**src/rtl/gb_instr_issuer_pkg.sv**
```systemverilog
// gb_pkg: shared types for the gbprocessor instruction issuer and its
// checker.
//   gb_instr_t       - 8-bit opcode driven onto the gbprocessor instruction port
//   gb_probe_t       - 8-bit value read back from the gbprocessor probe port
//   gb_result_t      - {issued opcode, sampled probe} returned to the host
//   gb_issue_state_t - issue engine states
package gb_pkg;

   typedef logic [7:0] gb_instr_t;
   typedef logic [7:0] gb_probe_t;

   typedef struct packed {
      gb_instr_t instr;
      gb_probe_t probe;
   } gb_result_t;

   typedef enum logic [1:0] {
      IDLE,
      ISSUE,
      WAIT,
      REPORT
   } gb_issue_state_t;

endpackage

```
**src/rtl/gb_instr_issuer_fifo.sv**
```systemverilog
// gb_sync_fifo: single-clock FIFO with a combinational head read.
//   clock, reset : rising-edge clock, synchronous active-high reset (flush)
//   push, wdata  : write wdata when push and not full
//   pop          : drop the head entry when pop and not empty
//   rdata        : current head entry (valid when !empty)
//   count        : number of stored entries, 0..DEPTH
//   full, empty  : count == DEPTH / count == 0
// Push and pop in the same cycle leave count unchanged and keep both words.
module gb_sync_fifo #(
   parameter int unsigned WIDTH = 8,
   parameter int unsigned DEPTH = 8
) (
   input  logic                     clock,
   input  logic                     reset,
   input  logic                     push,
   input  logic                     pop,
   input  logic [WIDTH-1:0]         wdata,
   output logic [WIDTH-1:0]         rdata,
   output logic [$clog2(DEPTH):0]   count,
   output logic                     full,
   output logic                     empty
);

   localparam int unsigned AW = $clog2(DEPTH);
   localparam logic [AW:0] FULL_COUNT = (AW+1)'(DEPTH);

   logic [WIDTH-1:0] mem [DEPTH];
   logic [AW-1:0]    wr_ptr;
   logic [AW-1:0]    rd_ptr;
   logic             do_push;
   logic             do_pop;

   assign full    = (count == FULL_COUNT);
   assign empty   = (count == '0);
   assign do_push = push && !full;
   assign do_pop  = pop && !empty;
   assign rdata   = mem[rd_ptr];

   // Storage is not reset; only the pointers and count define contents.
   always_ff @(posedge clock) begin
      if (do_push) begin
         mem[wr_ptr] <= wdata;
      end
   end

   // Pointers wrap naturally because DEPTH is a power of two.
   always_ff @(posedge clock) begin
      if (reset) begin
         wr_ptr <= '0;
         rd_ptr <= '0;
         count  <= '0;
      end else begin
         if (do_push) begin
            wr_ptr <= wr_ptr + 1'b1;
         end
         if (do_pop) begin
            rd_ptr <= rd_ptr + 1'b1;
         end
         case ({do_push, do_pop})
            2'b10:   count <= count + 1'b1;
            2'b01:   count <= count - 1'b1;
            default: count <= count;
         endcase
      end
   end

endmodule

```
**src/rtl/gb_instr_issuer.sv**
```systemverilog
// gb_instr_issuer: buffers host opcodes and issues each to gbprocessor as a
// one-cycle valid strobe, samples probe PROBE_DELAY cycles later and returns
// {opcode, probe} on a ready/valid result port.
//   clock, reset        : rising-edge clock, synchronous active-high reset
//   in_data, in_valid   : host opcode offer
//   in_ready            : buffer has room (registered fifo count < DEPTH)
//   instruction, valid  : opcode and issue strobe to gbprocessor
//   probe               : gbprocessor probe output
//   res_data, res_valid : {opcode, probe} result, held until res_ready
//   res_ready           : result consumer accepts
//   busy                : engine not idle or opcodes still buffered
//   issued_count        : valid pulses since reset, wraps modulo 2^CNT_W
// Every output is a flop or a decode of flops; probe and res_ready only
// reach registers.
module gb_instr_issuer
   import gb_pkg::*;
#(
   parameter int unsigned DEPTH       = 8,
   parameter int unsigned PROBE_DELAY = 4,
   parameter int unsigned CNT_W       = 16
) (
   input  logic             clock,
   input  logic             reset,
   input  logic [7:0]       in_data,
   input  logic             in_valid,
   output logic             in_ready,
   output logic [7:0]       instruction,
   output logic             valid,
   input  logic [7:0]       probe,
   output logic [15:0]      res_data,
   output logic             res_valid,
   input  logic             res_ready,
   output logic             busy,
   output logic [CNT_W-1:0] issued_count
);

   localparam int unsigned DW = $clog2(PROBE_DELAY + 1);
   localparam logic [DW-1:0] DLY_LOAD = DW'(PROBE_DELAY);
   localparam logic [DW-1:0] DLY_LAST = DW'(1);

   gb_issue_state_t          state;
   gb_issue_state_t          next_state;
   logic [DW-1:0]            dly;
   gb_result_t               res_q;
   gb_instr_t                head;
   logic [$clog2(DEPTH):0]   fifo_count;
   logic                     fifo_full;
   logic                     fifo_empty;
   logic                     fifo_push;
   logic                     fifo_pop;

   assign fifo_push = in_valid && !fifo_full;
   // The head leaves the buffer on the edge that enters ISSUE; the same edge
   // latches it into the instruction register.
   assign fifo_pop  = (next_state == ISSUE);

   gb_sync_fifo #(
      .WIDTH (8),
      .DEPTH (DEPTH)
   ) u_fifo (
      .clock (clock),
      .reset (reset),
      .push  (fifo_push),
      .pop   (fifo_pop),
      .wdata (in_data),
      .rdata (head),
      .count (fifo_count),
      .full  (fifo_full),
      .empty (fifo_empty)
   );

   always_ff @(posedge clock) begin
      if (reset) begin
         state <= IDLE;
      end else begin
         state <= next_state;
      end
   end

   always_comb begin
      next_state = state;
      case (state)
         IDLE:    if (fifo_count != '0) next_state = ISSUE;
         ISSUE:   next_state = WAIT;
         WAIT:    if (dly == DLY_LAST) next_state = REPORT;
         REPORT:  if (res_ready) next_state = (fifo_count != '0) ? ISSUE : IDLE;
         default: next_state = IDLE;
      endcase
   end

   always_ff @(posedge clock) begin
      if (reset) begin
         instruction  <= '0;
         issued_count <= '0;
         dly          <= '0;
         res_q        <= '0;
      end else begin
         if (next_state == ISSUE) begin
            instruction  <= head;
            issued_count <= issued_count + 1'b1;
         end
         if (state == ISSUE) begin
            dly <= DLY_LOAD;
         end else if (state == WAIT) begin
            dly <= dly - 1'b1;
         end
         if (state == WAIT && dly == DLY_LAST) begin
            res_q.instr <= instruction;
            res_q.probe <= probe;
         end
      end
   end

   assign valid     = (state == ISSUE);
   assign res_valid = (state == REPORT);
   assign res_data  = res_q;
   assign in_ready  = !fifo_full;
   assign busy      = (state != IDLE) || !fifo_empty;

endmodule

```
**config.mk**
```make
export PLATFORM = sky130hd
export DESIGN_NAME = gb_instr_issuer
export DESIGN_NICKNAME = d
export VERILOG_FILES = /design/src/rtl/gb_instr_issuer_pkg.sv /design/src/rtl/gb_instr_issuer_fifo.sv /design/src/rtl/gb_instr_issuer.sv
export SDC_FILE = /design/constraint.sdc
export NUM_CORES = 1
export LEC_CHECK = 0
export CORE_MARGIN = 2
export CORE_UTILIZATION = 58
export CTS_CLUSTER_DIAMETER = 30
export DETAILED_ROUTE_END_ITERATION = 7
export DONT_BUFFER_PORTS = 1
export GPL_TIMING_DRIVEN = 0
export PLACE_DENSITY = 0.83
export SYNTH_ARGS = -nofsm -noshare
export SYNTH_HDL_FRONTEND = slang
export SYNTH_HIERARCHICAL = 1
export SYNTH_SLANG_ARGS = --single-unit
export TNS_END_PERCENT = 10
```
**constraint.sdc**
```tcl
create_clock -name clock -period 8.6 [get_ports clock]
set_input_delay 2.58 -clock clock [delete_from_list [all_inputs] [get_ports clock]]
set_output_delay 2.58 -clock clock [all_outputs]
set_load 0.05 [all_outputs]
```
==> flow_summary.ini <==
[global_route]
grt-ovfl-total = 0
grt_pass1_vias = 3183
grt.total_usage = 0.225
antenna_found_initial = 0
grt_pass1_wl_mm = 16.3
grt_max_degree = 17

[final_layout]
layout.cells.non_filler = 541
area_growth_pct = 14.0
design_area_um2 = 5810
diodes = 0
drive_gt1_frac = 0.141
fin_nets = 452

[critical_path]
cp_cell_sequence = nand2b_1 > a21oi_1 > o311a_1 > nor2_4 > inv_2 > buf_2 > o41a_1 > ha_1 > xor2_1 > ha_1 > a21oi_1 > xor2_1 > or3_1 > a21oi_1
reg2reg_depth = 16
reg2reg_slack_ns = 4.70
crit_family = compound AO/OA/AOI/OAI gates
cp_max_fo = 10
worst-path-buf-inv = 2
critPathLaunchType = input pin
end_kind = flip-flop
r2r-start = state[1]
path_common_cell = a21oi_1
worstReg2RegEnd = u_fifo/count[2]
critPathSlowestCell = o311a_1
cp.required_ns = 9.04
cp_slowest_stage_delay_ns = 0.36
worstSetupPathType = input pin to flip-flop
cp_data_arrival_time_ns = 5.43

[synth]
yosys.area.top_type = edfxtp_1
synth_cells = 401
syn_avg_cell_area_um2 = 12.7
yosysWarnings = 6
synth_seq_cells = 122
synth_most_common_cell = edfxtp_1
async_reset_ff_frac = 0
yosys-top-cells-count = edfxtp_1, nand2_1, dfxtp_1
synth_nets = 433
yosysTopAreaCellShare = 0.377
synthXorXnorAreaFrac = 0.0344
yosys.area_share.adder = 0.0295
synth_ff_type = edfxtp_1
synth_top_family_by_area = simple AND/OR/NAND/NOR gates
synthDistinctLibCells = 53
synthSimpleGateAreaFrac = 0.118
syn_area_um2 = 5090
synth-edff-count = 64
synthMuxAreaShare = 0.112
yosysSeqAreaShare = 0.605
synth.area.top_cells = edfxtp_1, dfxtp_1, mux4_1
synth-compound-area-share = 0.0722

[placed_design]
place_inst = 509
place_congestion = 0.820
port_buffers = 0
placed_area_um2 = 5230
dp_hpwl_mm = 6.73

[clock_network]
cts_hold_buf = 0
cts.sink_count = 122
clock_latency_ns = 0.52
clk_path_buf_depth = 2
clk_pin_slew_ns = 0.06
postCtsResizedCells = 0
cts-htree-levels = 4
cts_setup_buffers = 0
cts_buffers = 17
cts_tree = done
clock_tree.root_cell = clkbuf_8

[drt]
dr.pass1.iters = 6
vias = 3226
drcViolationCount = 0
finalWirelength_mm = 10.3
routedWlPerCell_um = 19.0
vias_per_cell = 5.96
final_antenna_net_count = 0
drt_iter0_markers = 181

[sta]
setup_violations = 0
worst_pin_slew_ns = 1.27
tns_ns = 0
slew_violations = 0
fin_skew_ns = 0.00929
min_period_ns = 4.99
period_share = 0.580
finalHoldViolations = 0
max_freq_mhz = 200
slew_headroom = 0.149
rsz0062_at_grt = no

[power_and_ir_drop]
powerDensity_nw_per_um2 = 324
vdd_drop_max_mv = 0.198
leakagePower_nw = 2.05
p_total_mw = 1.88

[worst_hold_path]
whs_endpoint = u_fifo/wr_ptr[0]
hp-start = u_fifo/wr_ptr[0]
hold_class = flip-flop to flip-flop
min_path_cells = 2

[floorplanning]
core_um2 = 8640
die-area_um2 = 9550
top_level_ports = 64
die_h_um = 97.7
fp-row-count = 34
fp.dieW_um = 97.7
start_util = 0.590

[outcome]
outcome = finished clean

[run]
cap_violations = 0
## report_power, final
group          switching, mW  internal [mW]  leakage (nW)
Sequential             0.127          0.673          1.05
Clock                  0.268          0.418         0.275
Combinational          0.242          0.154         0.722
## layout by cell type, fill, tap and decap left out, types with 3 or more instances in the layout
cell type and n:
clkbuf_16 16, inv_1 8, o21ai_1 3, nor3_1 3
o211ai_1 4, nand2b_1 3, edfxtp_1 64, clkbuf_1 8
a21oi_1 34, nor2_1 32, mux2i_1 4, inv_6 3
nand2_1 61, buf_1 3, dfxtp_1 58, mux4_1 15
xnor2_1 4, xor2_1 16, clkinvlp_4 4, buf_2 5
nand3_1 4, ha_1 12, o2111ai_1 3, mux2_2 10
nor2b_1 6
## cell families after synthesis
kind of cell	Yosys count
flops	122
compound gates	59
buf+inv	29
fa+ha+maj	12
mux	30
simple gates	129
xor+xnor	20
## layer usage
metal	vias to the layer above	global-route usage	routed length [um]
met5	-	0	0
met4	0	0.0897	179
met3	16	0.0784	671
met2	110	0.370	5170
met1	1591	0.276	4270
li1	1509	-	-
## tightest hold or removal path, stage by stage, from the launching register on
cell,delay (ns)
dfxtp_1,0.34
nand2_1,0.06
a21oi_1,0.06
## state kept, by name, summed over array words and instances, names as in the netlist, named ones only
register / flops
u_fifo/wr_ptr: 3
dly: 3
u_fifo/count: 4
issued_count: 16
u_fifo/mem: 64
state: 2
instruction: 8
u_fifo/rd_ptr: 3
res_data: 16
## cell type report
class / instances / area, um^2
well taps: 108 / 135
inverters: 9 / 33.8
fillers: 601 / 2830
multi-input cells: 250 / 1860
clock inverters: 15 / 166
clock buffers: 17 / 414
flip-flops and latches: 122 / 3080
plain buffers: 20 / 116
## how the worst max path moves through the flow
stage | startpoint | endpoint | slack (ns) | cells past startpoint
after detailed placement | res_ready | u_fifo/count[3] | 3.12 | 11
after floorplan | res_ready | u_fifo/count[3] | 3.47 | 11
after global placement | res_ready | u_fifo/count[3] | 3.17 | 11
after global routing | res_ready | u_fifo/count[2] | 3.40 | 14
after CTS | res_ready | u_fifo/count[2] | 3.63 | 14
final | res_ready | u_fifo/count[2] | 3.61 | 14
## stage by stage
stage           util  setup slack [ns]  hold slack, ns
3_5_place_dp   0.606              3.12           0.494
3_3_place_gp   0.606              3.17           0.468
5_1_grt        0.673              3.40           0.531
6_report       0.673              3.61           0.513
4_1_cts        0.673              3.63           0.502
2_1_floorplan      -              3.47           0.457
No activity file was read; power rests on OpenSTA's default activity.
